$ cat config.mk
export PLATFORM = sky130hd
export DESIGN_NAME = cache_controller
export DESIGN_NICKNAME = d
export VERILOG_FILES = /design/src/rtl/cache_controller.sv
export SDC_FILE = /design/constraint.sdc
export NUM_CORES = 1
export LEC_CHECK = 0
export BUFFER_PORTS_ARGS = -buffer_cell sky130_fd_sc_hd__buf_4
export CORE_ASPECT_RATIO = 1.4
export CORE_UTILIZATION = 51
export CTS_CLUSTER_DIAMETER = 200
export DETAILED_ROUTE_END_ITERATION = 10
export PLACE_DENSITY = 0.8
export REMOVE_ABC_BUFFERS = 1
export SKIP_CTS_REPAIR_TIMING = 1
export SLEW_MARGIN = 0
export SYNTH_ARGS = -nofsm -noshare
export SYNTH_HDL_FRONTEND = slang
export SYNTH_SLANG_ARGS = --single-unit
$ cat constraint.sdc
create_clock -name clk -period 3.2 [get_ports clk]
set_input_delay 0.64 -clock clk [delete_from_list [all_inputs] [get_ports clk]]
set_output_delay 0.64 -clock clk [all_outputs]
set_load 0.02 [all_outputs]
$ cat src/rtl/cache_controller.sv
// Sequencing controller for a direct-mapped, write-through, no-write-allocate cache.
// Owns the tag/data RAM strobes, the per-line valid bits and the main-memory handshake.
module cache_controller #(
    parameter int index      = 3,
    parameter int memorybits = 5,
    parameter int databits   = 8
) (
    input  logic                        clk,
    input  logic                        reset,
    input  logic                        cpu_req,
    input  logic                        cpu_we,
    input  logic [memorybits-1:0]       cpu_addr,
    input  logic [databits-1:0]         cpu_wdata,
    output logic [databits-1:0]         cpu_rdata,
    output logic                        cpu_ready,
    output logic [index-1:0]            tag_index,
    output logic [memorybits-index-1:0] tag_wdata,
    input  logic [memorybits-index-1:0] tag_rdata,
    output logic                        tag_write,
    output logic                        tag_read,
    output logic [index-1:0]            data_index,
    output logic [databits-1:0]         data_wdata,
    input  logic [databits-1:0]         data_rdata,
    output logic                        data_write,
    output logic                        data_read,
    output logic                        mem_req,
    output logic                        mem_we,
    output logic [memorybits-1:0]       mem_addr,
    output logic [databits-1:0]         mem_wdata,
    input  logic [databits-1:0]         mem_rdata,
    input  logic                        mem_ack,
    output logic [15:0]                 hit_count,
    output logic [15:0]                 miss_count,
    output logic [2:0]                  dbg_state
);

    typedef enum logic [2:0] {
        S_IDLE      = 3'd0,
        S_LOOKUP    = 3'd1,
        S_COMPARE   = 3'd2,
        S_MEM_READ  = 3'd3,
        S_FILL      = 3'd4,
        S_MEM_WRITE = 3'd5
    } state_t;

    state_t                    state_q;
    logic [2**index-1:0]       valid_q;
    logic                      we_q;
    logic [memorybits-1:0]     addr_q;
    logic [databits-1:0]       wdata_q;
    logic [databits-1:0]       fill_q;
    logic [databits-1:0]       cpu_rdata_q;
    logic                      cpu_ready_q;
    logic [15:0]               hit_q;
    logic [15:0]               miss_q;

    logic [index-1:0]            line_idx;
    logic [memorybits-index-1:0] line_tag;
    logic                        hit;

    assign line_idx = addr_q[index-1:0];
    assign line_tag = addr_q[memorybits-1:index];
    // tag_rdata is only meaningful in COMPARE, one cycle after the LOOKUP read strobe.
    assign hit      = valid_q[line_idx] && (tag_rdata == line_tag);

    always_ff @(posedge clk) begin
        if (reset) begin
            state_q     <= S_IDLE;
            valid_q     <= '0;
            we_q        <= 1'b0;
            addr_q      <= '0;
            wdata_q     <= '0;
            fill_q      <= '0;
            cpu_rdata_q <= '0;
            cpu_ready_q <= 1'b0;
            hit_q       <= '0;
            miss_q      <= '0;
        end else begin
            cpu_ready_q <= 1'b0;
            case (state_q)
                S_IDLE: begin
                    if (cpu_req) begin
                        we_q    <= cpu_we;
                        addr_q  <= cpu_addr;
                        wdata_q <= cpu_wdata;
                        state_q <= S_LOOKUP;
                    end
                end
                S_LOOKUP: state_q <= S_COMPARE;
                S_COMPARE: begin
                    if (hit) begin
                        hit_q <= hit_q + 16'd1;
                        if (we_q) begin
                            state_q <= S_MEM_WRITE;
                        end else begin
                            cpu_rdata_q <= data_rdata;
                            cpu_ready_q <= 1'b1;
                            state_q     <= S_IDLE;
                        end
                    end else begin
                        miss_q  <= miss_q + 16'd1;
                        state_q <= we_q ? S_MEM_WRITE : S_MEM_READ;
                    end
                end
                S_MEM_READ: begin
                    if (mem_ack) begin
                        fill_q  <= mem_rdata;
                        state_q <= S_FILL;
                    end
                end
                S_FILL: begin
                    valid_q[line_idx] <= 1'b1;
                    cpu_rdata_q       <= fill_q;
                    cpu_ready_q       <= 1'b1;
                    state_q           <= S_IDLE;
                end
                S_MEM_WRITE: begin
                    if (mem_ack) begin
                        cpu_ready_q <= 1'b1;
                        state_q     <= S_IDLE;
                    end
                end
                default: state_q <= S_IDLE;
            endcase
        end
    end

    // Memory handshake: mem_req stays high from entry into MEM_READ/MEM_WRITE until the
    // edge that samples the one-cycle mem_ack; address/data are stable for the whole request.
    assign mem_req    = (state_q == S_MEM_READ) || (state_q == S_MEM_WRITE);
    assign mem_we     = (state_q == S_MEM_WRITE);
    assign mem_addr   = addr_q;
    assign mem_wdata  = wdata_q;

    assign tag_index  = line_idx;
    assign tag_wdata  = line_tag;
    assign tag_read   = (state_q == S_LOOKUP);
    assign tag_write  = (state_q == S_FILL);

    assign data_index = line_idx;
    assign data_read  = (state_q == S_LOOKUP);
    assign data_write = (state_q == S_FILL) || ((state_q == S_COMPARE) && we_q && hit);
    assign data_wdata = (state_q == S_FILL) ? fill_q : wdata_q;

    assign cpu_rdata  = cpu_rdata_q;
    assign cpu_ready  = cpu_ready_q;
    assign hit_count  = hit_q;
    assign miss_count = miss_q;
    assign dbg_state  = state_q;

endmodule

==> results of run 1 <==
[metrics by stage]
step           TNS (ns)  cells  util [%]  hold slack (ns)
6_report              0    637      69.0            0.473
5_1_grt               0    637      69.0            0.498
4_1_cts               0    637      69.0            0.478
3_5_place_dp          0    621      66.0            0.464
3_3_place_gp          0    621      66.0            0.443
2_1_floorplan     -3.28    408         -            0.428
[worst min-delay path: stages, from the launching register on]
cell and delay (ns):
dfxtp_1 0.32, nand2_1 0.05, a21oi_1 0.05
[cell usage in the layout (no fill, tap or decap), types with 2 or more instances in the layout]
cell and instances:
and2_1 4, or2_2 2, nor2b_1 2, ha_1 2, nand4_1 7, or4_1 20
nand2_1 82, nor3_1 4, mux2i_1 10, and3_1 2, a21oi_1 59, buf_4 121
inv_1 9, a2111oi_0 2, o21ai_0 13, or3b_1 2, o31a_1 2, clkinv_2 3
nand2b_1 2, clkbuf_8 11, or3_1 11, nor2_1 29, o31ai_1 20, a31oi_1 7
nand3_1 16, dfxtp_1 74, xor2_1 2, a211oi_1 8
[registers in the layout, summed over array words and instances (netlist names)]
signal	count
cpu_rdata	8
cpu_ready	1
dbg_state	3
fill_q	8
hit_count	16
mem_addr	5
mem_wdata	8
miss_count	16
valid_q	8
we_q	1
[layer usage]
| metal | vias to the layer above | share of wire [%] | wire (um) |
|---|---|---|---|
| met5 | - | 0 | 0 |
| met4 | 0 | 1.4 | 130 |
| met3 | 12 | 6.4 | 598 |
| met2 | 119 | 53 | 4890 |
| met1 | 1707 | 40 | 3690 |
| li1 | 1799 | - | - |
[worst min-delay path by stage]
stage / start / endpoint / slack [ns] / cells after the start
CTS: fill_q[7]$_SDFFE_PP0P_ / fill_q[7]$_SDFFE_PP0P_ / 0.48 / 2
finish: mem_wdata[3]$_SDFFE_PP0P_ / mem_wdata[3]$_SDFFE_PP0P_ / 0.47 / 2
global route: mem_wdata[1]$_SDFFE_PP0P_ / mem_wdata[1]$_SDFFE_PP0P_ / 0.50 / 2
global placement: valid_q[1]$_SDFFE_PP0P_ / valid_q[1]$_SDFFE_PP0P_ / 0.44 / 2
floorplan: valid_q[0]$_SDFFE_PP0P_ / valid_q[0]$_SDFFE_PP0P_ / 0.43 / 2
detailed placement: valid_q[1]$_SDFFE_PP0P_ / valid_q[1]$_SDFFE_PP0P_ / 0.46 / 2
[cell families after synthesis]
| family | Yosys count | synth area share, % |
|---|---|---|
| simple gates | 187 | 25.7 |
| mux | 11 | 3.16 |
| buf+inv | 48 | 6.60 |
| fa+ha+maj | 2 | 0.710 |
| flops | 74 | 42.0 |
| xor+xnor | 2 | 0.497 |
| compound gates | 123 | 21.4 |
[cell type report]
class,count,area (um^2)
clock buffer,11,151
multi-input combinational,325,1820
tap,92,115
timing repair buffer,121,908
clock inverter,5,52.6
fill,570,2050
sequential,74,1480
inverter,9,33.8
[power by group]
part           internal (mW)  switching, mW  total [mW]
logic                  0.106          0.138       0.244
clock network          0.399          0.337       0.735
registers              0.941         0.0314       0.972
total                   1.45          0.506        1.95
==> reports/results.ini, run 1 <==
[status]
status = finished clean

[critical_path]
crit_path_end = data_write
rrSetupSlack_ns = 0.58
startpoint_type = register
crit_required_ns = 2.56
worstPathCellList = inv_1 > o32ai_1 > o31ai_2 > o31ai_1 > buf_4
crit_type = register to output pin
cp_data_arrival_time_ns = 2.26
path_buf_inv = 2
critPathSlowestCell = dfxtp_1
cp-startpoint = mem_addr[2]$_SDFFE_PP0P_
cp_max_fo = 14
max_stage_delay_ns = 0.59
rr_worst_depth = 5
timing.rr.start = mem_addr[2]$_SDFFE_PP0P_
cp.depth = 5
regToRegEndpoint = miss_count[4]$_SDFFE_PP0P_
cp_top_family = compound AO/OA/AOI/OAI gates
cp-end-kind = output pin

[sta]
fmax_mhz = 345
period_minus_slack_ns = 2.90
period_share_pct = 90.7
fin_ws_ns = 0.299
maxSlewViolCount = 0
finalHoldViolCount = 0
fin_worst_skew_ns = 0.00734
slew-limit-headroom_pct = 35.4
setup_violations = 0
worst_pin_slew_ns = 0.969
rsz0062_at_grt = no

[place]
dp_hpwl_mm = 6.40
portBuffers = 114
gp_congestion = 0.807
pre_cts_slack_ns = 0.630
place_area_mm2 = 0.00436

[synthesis]
async_flop_share_pct = 0
synth-main-ff-cell = dfxtp_1
synthDistinctLibCells = 45
synth-seq-area-share_pct = 42.0
syn_avg_cell_area_um2 = 7.89
postSynthCellCount = 447
synth_enable_flop_cells = 0
synth_seq_cells = 74
syn_area_mm2 = 0.00353
synth.top_cell.area_share_pct = 42.0
synth.most_common_cell = nand2_1
synth_area_leaders = dfxtp_1 (42%), nand2_1 (8.7%), a21oi_1 (8.4%), o31ai_1 (4.5%), or4_1 (4.3%)
synthTopCellsByCount = nand2_1 (82), dfxtp_1 (74), a21oi_1 (59)
synth_warnings = 0
yosys.area.top_type = dfxtp_1

[pwr]
p_total_mw = 1.95
cellPowerDensity_mw_per_mm2 = 427
leakagePower_nw = 1.78
ir_worst_vdd_v = 0.000316

[grt]
grt_pass1_vias = 3291
grt_use_total_pct = 25.8
use_met1_pct = 29.5
use_met2_pct = 46.7
grt_pass1_wl_mm = 14.9
antenna_found_initial = 0
busiest_layer = met2
grt-ovfl-total = 0
use_met3_pct = 6.43
grt_max_degree = 49

[floorplanning]
io_pins = 115
die_h_um = 100
core_area_mm2 = 0.00661
dieWidth_um = 72.3
rows = 35
initial_utilization_pct = 53.3
die_area_mm2 = 0.00725

[clocking]
cts_tree = done
clock_path_buffers = 2
path_clk_slew_ns = 0.07
root_buffer = clkbuf_8
numCtsBuffers = 9
clk_latency_ns = 0.34
clkSinkCount = 74
h-tree-depth = 3

[worst_hold_path]
hp-class = register to register

[route]
drt_pass1_iterations = 4
drt_iter0_markers = 207
routed_wl_mm = 9.31
routedWlPerCell_um = 14.6
drtAntennaViolNets = 0
drc = 0
vias = 3637
vias_per_cell = 5.71

[finish]
diodes = 0
synthToLayoutAreaGrowth_pct = 29.5
nets = 578
drive_gt1_share_pct = 26.4
design_area_mm2 = 0.00457

[run]
drv_cap = 0

Power figures use the tool's default switching activity.
==> run 2, diff against run 1 <==
--- a/config.mk
+++ b/config.mk
@@ -6,7 +6,7 @@
 export NUM_CORES = 1
 export LEC_CHECK = 0
 export BUFFER_PORTS_ARGS = -buffer_cell sky130_fd_sc_hd__buf_4
-export CORE_ASPECT_RATIO = 1.4
+export CORE_ASPECT_RATIO = 0.8
 export CORE_UTILIZATION = 51
 export CTS_CLUSTER_DIAMETER = 200
 export DETAILED_ROUTE_END_ITERATION = 10
==> constraint.sdc (replaced) <==
create_clock -name clk -period 2.7 [get_ports clk]
set_input_delay 0.54 -clock clk [delete_from_list [all_inputs] [get_ports clk]]
set_output_delay 0.54 -clock clk [all_outputs]
set_load 0.1 [all_outputs]
==> run 2 against run 1 <==
Combinational power grew 130%. Worst hold slack lost 0.052 ns. Flip-flop and latch count is the same. Global-route usage grew 1.2 points. Critical path type unchanged. Critical endpoint unchanged.
==> reports/results.ini, run 2 (synthesized netlist as in run 1, its figures left out) <==
[grt]
grt_pass1_wl_mm = 15.5  ; was 14.9 mm
grt_max_degree = 46  ; was 49
grt-ovfl-total = 0  ; unchanged
grt_pass1_vias = 3337  ; was 3291
antenna_found_initial = 0  ; unchanged
grt_use_total_pct = 27.0  ; was 25.8%

[route]
drc = 0  ; unchanged
drt_pass1_iterations = 5  ; was 4
drt_iter0_markers = 236  ; was 207
routedWlPerCell_um = 15.1  ; was 14.6 um
vias = 3687  ; was 3637
routed_wl_mm = 9.57  ; was 9.31 mm
drtAntennaViolNets = 0  ; unchanged
vias_per_cell = 5.82  ; was 5.71

[critical_path]
cp_data_arrival_time_ns = 2.06  ; was 2.26 ns
crit_type = register to output pin  ; unchanged
regToRegEndpoint = miss_count[6]$_SDFFE_PP0P_  ; was miss_count[4]$_SDFFE_PP0P_
rr_worst_depth = 5  ; unchanged
cp-end-kind = output pin  ; unchanged
cp_max_fo = 15  ; was 14
startpoint_type = register  ; unchanged
timing.rr.start = mem_addr[0]$_SDFFE_PP0P_  ; was mem_addr[2]$_SDFFE_PP0P_
crit_required_ns = 2.16  ; was 2.56 ns
rrSetupSlack_ns = 0.33  ; was 0.58 ns

[pwr]
swShare_pct = 32.8  ; was 25.9%
cellPowerDensity_mw_per_mm2 = 582  ; was 427 mW/mm^2
power_frac_clock_pct = 36.5  ; was 37.7%
p_seq_share_pct = 42.2  ; was 49.8%
p_int_mw = 1.81  ; was 1.45 mW
p_total_mw = 2.70  ; was 1.95 mW
switchingPower_mw = 0.886  ; was 0.506 mW
leakagePower_nw = 1.82  ; was 1.78 nW
ir_worst_vdd_v = 0.000467  ; was 0.000316 V
combinationalPowerShare_pct = 21.2  ; was 12.5%

[finish]
drive_gt1_share_pct = 27.7  ; was 26.4%
multi_input_area_mm2 = 0.00184  ; was 0.00182 mm^2
design_area_mm2 = 0.00464  ; was 0.00457 mm^2
diodes = 0  ; unchanged
layout_common_cells = buf_4 (125), nand2_1 (82), dfxtp_1 (73)  ; was buf_4 (121), nand2_1 (82), dfxtp_1 (74)
final_common_cell = buf_4  ; unchanged
nFillCells = 534  ; was 570
register_area_mm2 = 0.00148  ; about the same
nets = 583  ; was 578
synthToLayoutAreaGrowth_pct = 31.6  ; was 29.5%

[worst_hold_path]
hp-class = input port to register  ; was register to register
hold_end = mem_addr[1]$_SDFFE_PP0P_  ; was mem_wdata[3]$_SDFFE_PP0P_
hold_depth = 3  ; was 2
worstHoldStart = cpu_addr[1]  ; was mem_wdata[3]$_SDFFE_PP0P_

[sta]
timing.hold.ws_ns = 0.422  ; was 0.473 ns
period_minus_slack_ns = 2.60
maxSlewViolCount = 0  ; unchanged
period_share_pct = 96.1
slew-limit-headroom_pct = 33.5  ; was 35.4%
finalHoldViolCount = 0  ; unchanged
fmax_mhz = 385
fin_worst_skew_ns = 0.00979  ; was 0.00734 ns
fin_ws_ns = 0.104  ; was 0.299 ns
setup_violations = 0  ; unchanged
worst_pin_slew_ns = 0.997  ; was 0.969 ns

[floorplanning]
die_area_mm2 = 0.00725  ; about the same
core_area_mm2 = 0.00654  ; was 0.00661 mm^2
rows = 26  ; was 35
initial_utilization_pct = 53.9  ; was 53.3%
io_pins = 115  ; unchanged
die_h_um = 76.4  ; was 100 um
dieWidth_um = 95.0  ; was 72.3 um

[clocking]
path_clk_slew_ns = 0.07  ; about the same
clock_path_buffers = 2  ; unchanged
clkSinkCount = 74  ; unchanged
numCtsBuffers = 9  ; unchanged
root_buffer = clkbuf_8  ; unchanged
clk_latency_ns = 0.36  ; was 0.34 ns
cts_tree = done  ; unchanged
h-tree-depth = 3  ; unchanged

[place]
place_area_mm2 = 0.00439  ; was 0.00436 mm^2
pre_cts_slack_ns = 0.281  ; was 0.630 ns
portBuffers = 114  ; unchanged
gp_congestion = 0.867  ; was 0.807
dp_hpwl_mm = 6.57  ; was 6.40 mm

[status]
status = finished clean  ; unchanged

[run]
drv_cap = 0  ; unchanged

==> run 2: layout make-up <==
class | count | area share [%]
clock buffer | 11 | 3.26
clock inverter | 4 | 1.62
inverter | 9 | 0.728
multi-input combinational | 325 | 39.7
sequential | 74 | 31.9
tap | 84 | 2.26
timing repair buffer | 126 | 20.5
==> run 2: stage by stage <==
step / cells / TNS (ns) / utilization [%]
after floorplan: 408 / -113.95 / -
after global placement: 618 / 0 / 67.1
after detailed placement: 618 / 0 / 67.1
after CTS: 633 / -0.0232 / 70.6
after global routing: 633 / -0.0184 / 71.0
final: 633 / 0 / 71.0
==> run 2: metal layers <==
metal	GRT usage [%]	routed length, um	up-vias
met5	0	0	-
met4	9.85	164	0
met3	6.59	562	14
met2	43.3	4530	126
met1	34.8	4310	1743
li1	-	-	1804
==> run 2: worst max-delay path: stages (launching register included) <==
cell	delay (ns)
dfxtp_2	0.41
or3b_1	0.44
a21oi_2	0.21
o31ai_2	0.10
o31ai_1	0.24
clkbuf_8	0.30
==> run 2: how the worst max path moves through the flow <==
stage / slack, ns / to / startpoint / cells past startpoint
2_1_floorplan: -3.92 / data_write / mem_addr[2]$_SDFFE_PP0P_ / 4
3_3_place_gp: 0.34 / miss_count[15]$_SDFFE_PP0P_ / mem_addr[1]$_SDFFE_PP0P_ / 5
3_5_place_dp: 0.28 / miss_count[2]$_SDFFE_PP0P_ / mem_addr[1]$_SDFFE_PP0P_ / 5
4_1_cts: -0.02 / data_write / mem_addr[1]$_SDFFE_PP0P_ / 5
5_1_grt: -0.02 / data_write / mem_addr[1]$_SDFFE_PP0P_ / 5
6_report: 0.10 / data_write / mem_addr[1]$_SDFFE_PP0P_ / 5
==> run 2: power by group through the flow <==
stage	Sequential [mW]	Combinational, mW	Clock [mW]
floorplan	1.38	0.182	0
global placement	1.16	0.565	0
detailed placement	1.16	0.571	0
CTS	1.14	0.571	0.993
global route	1.14	0.596	1.04
finish	1.14	0.573	0.987
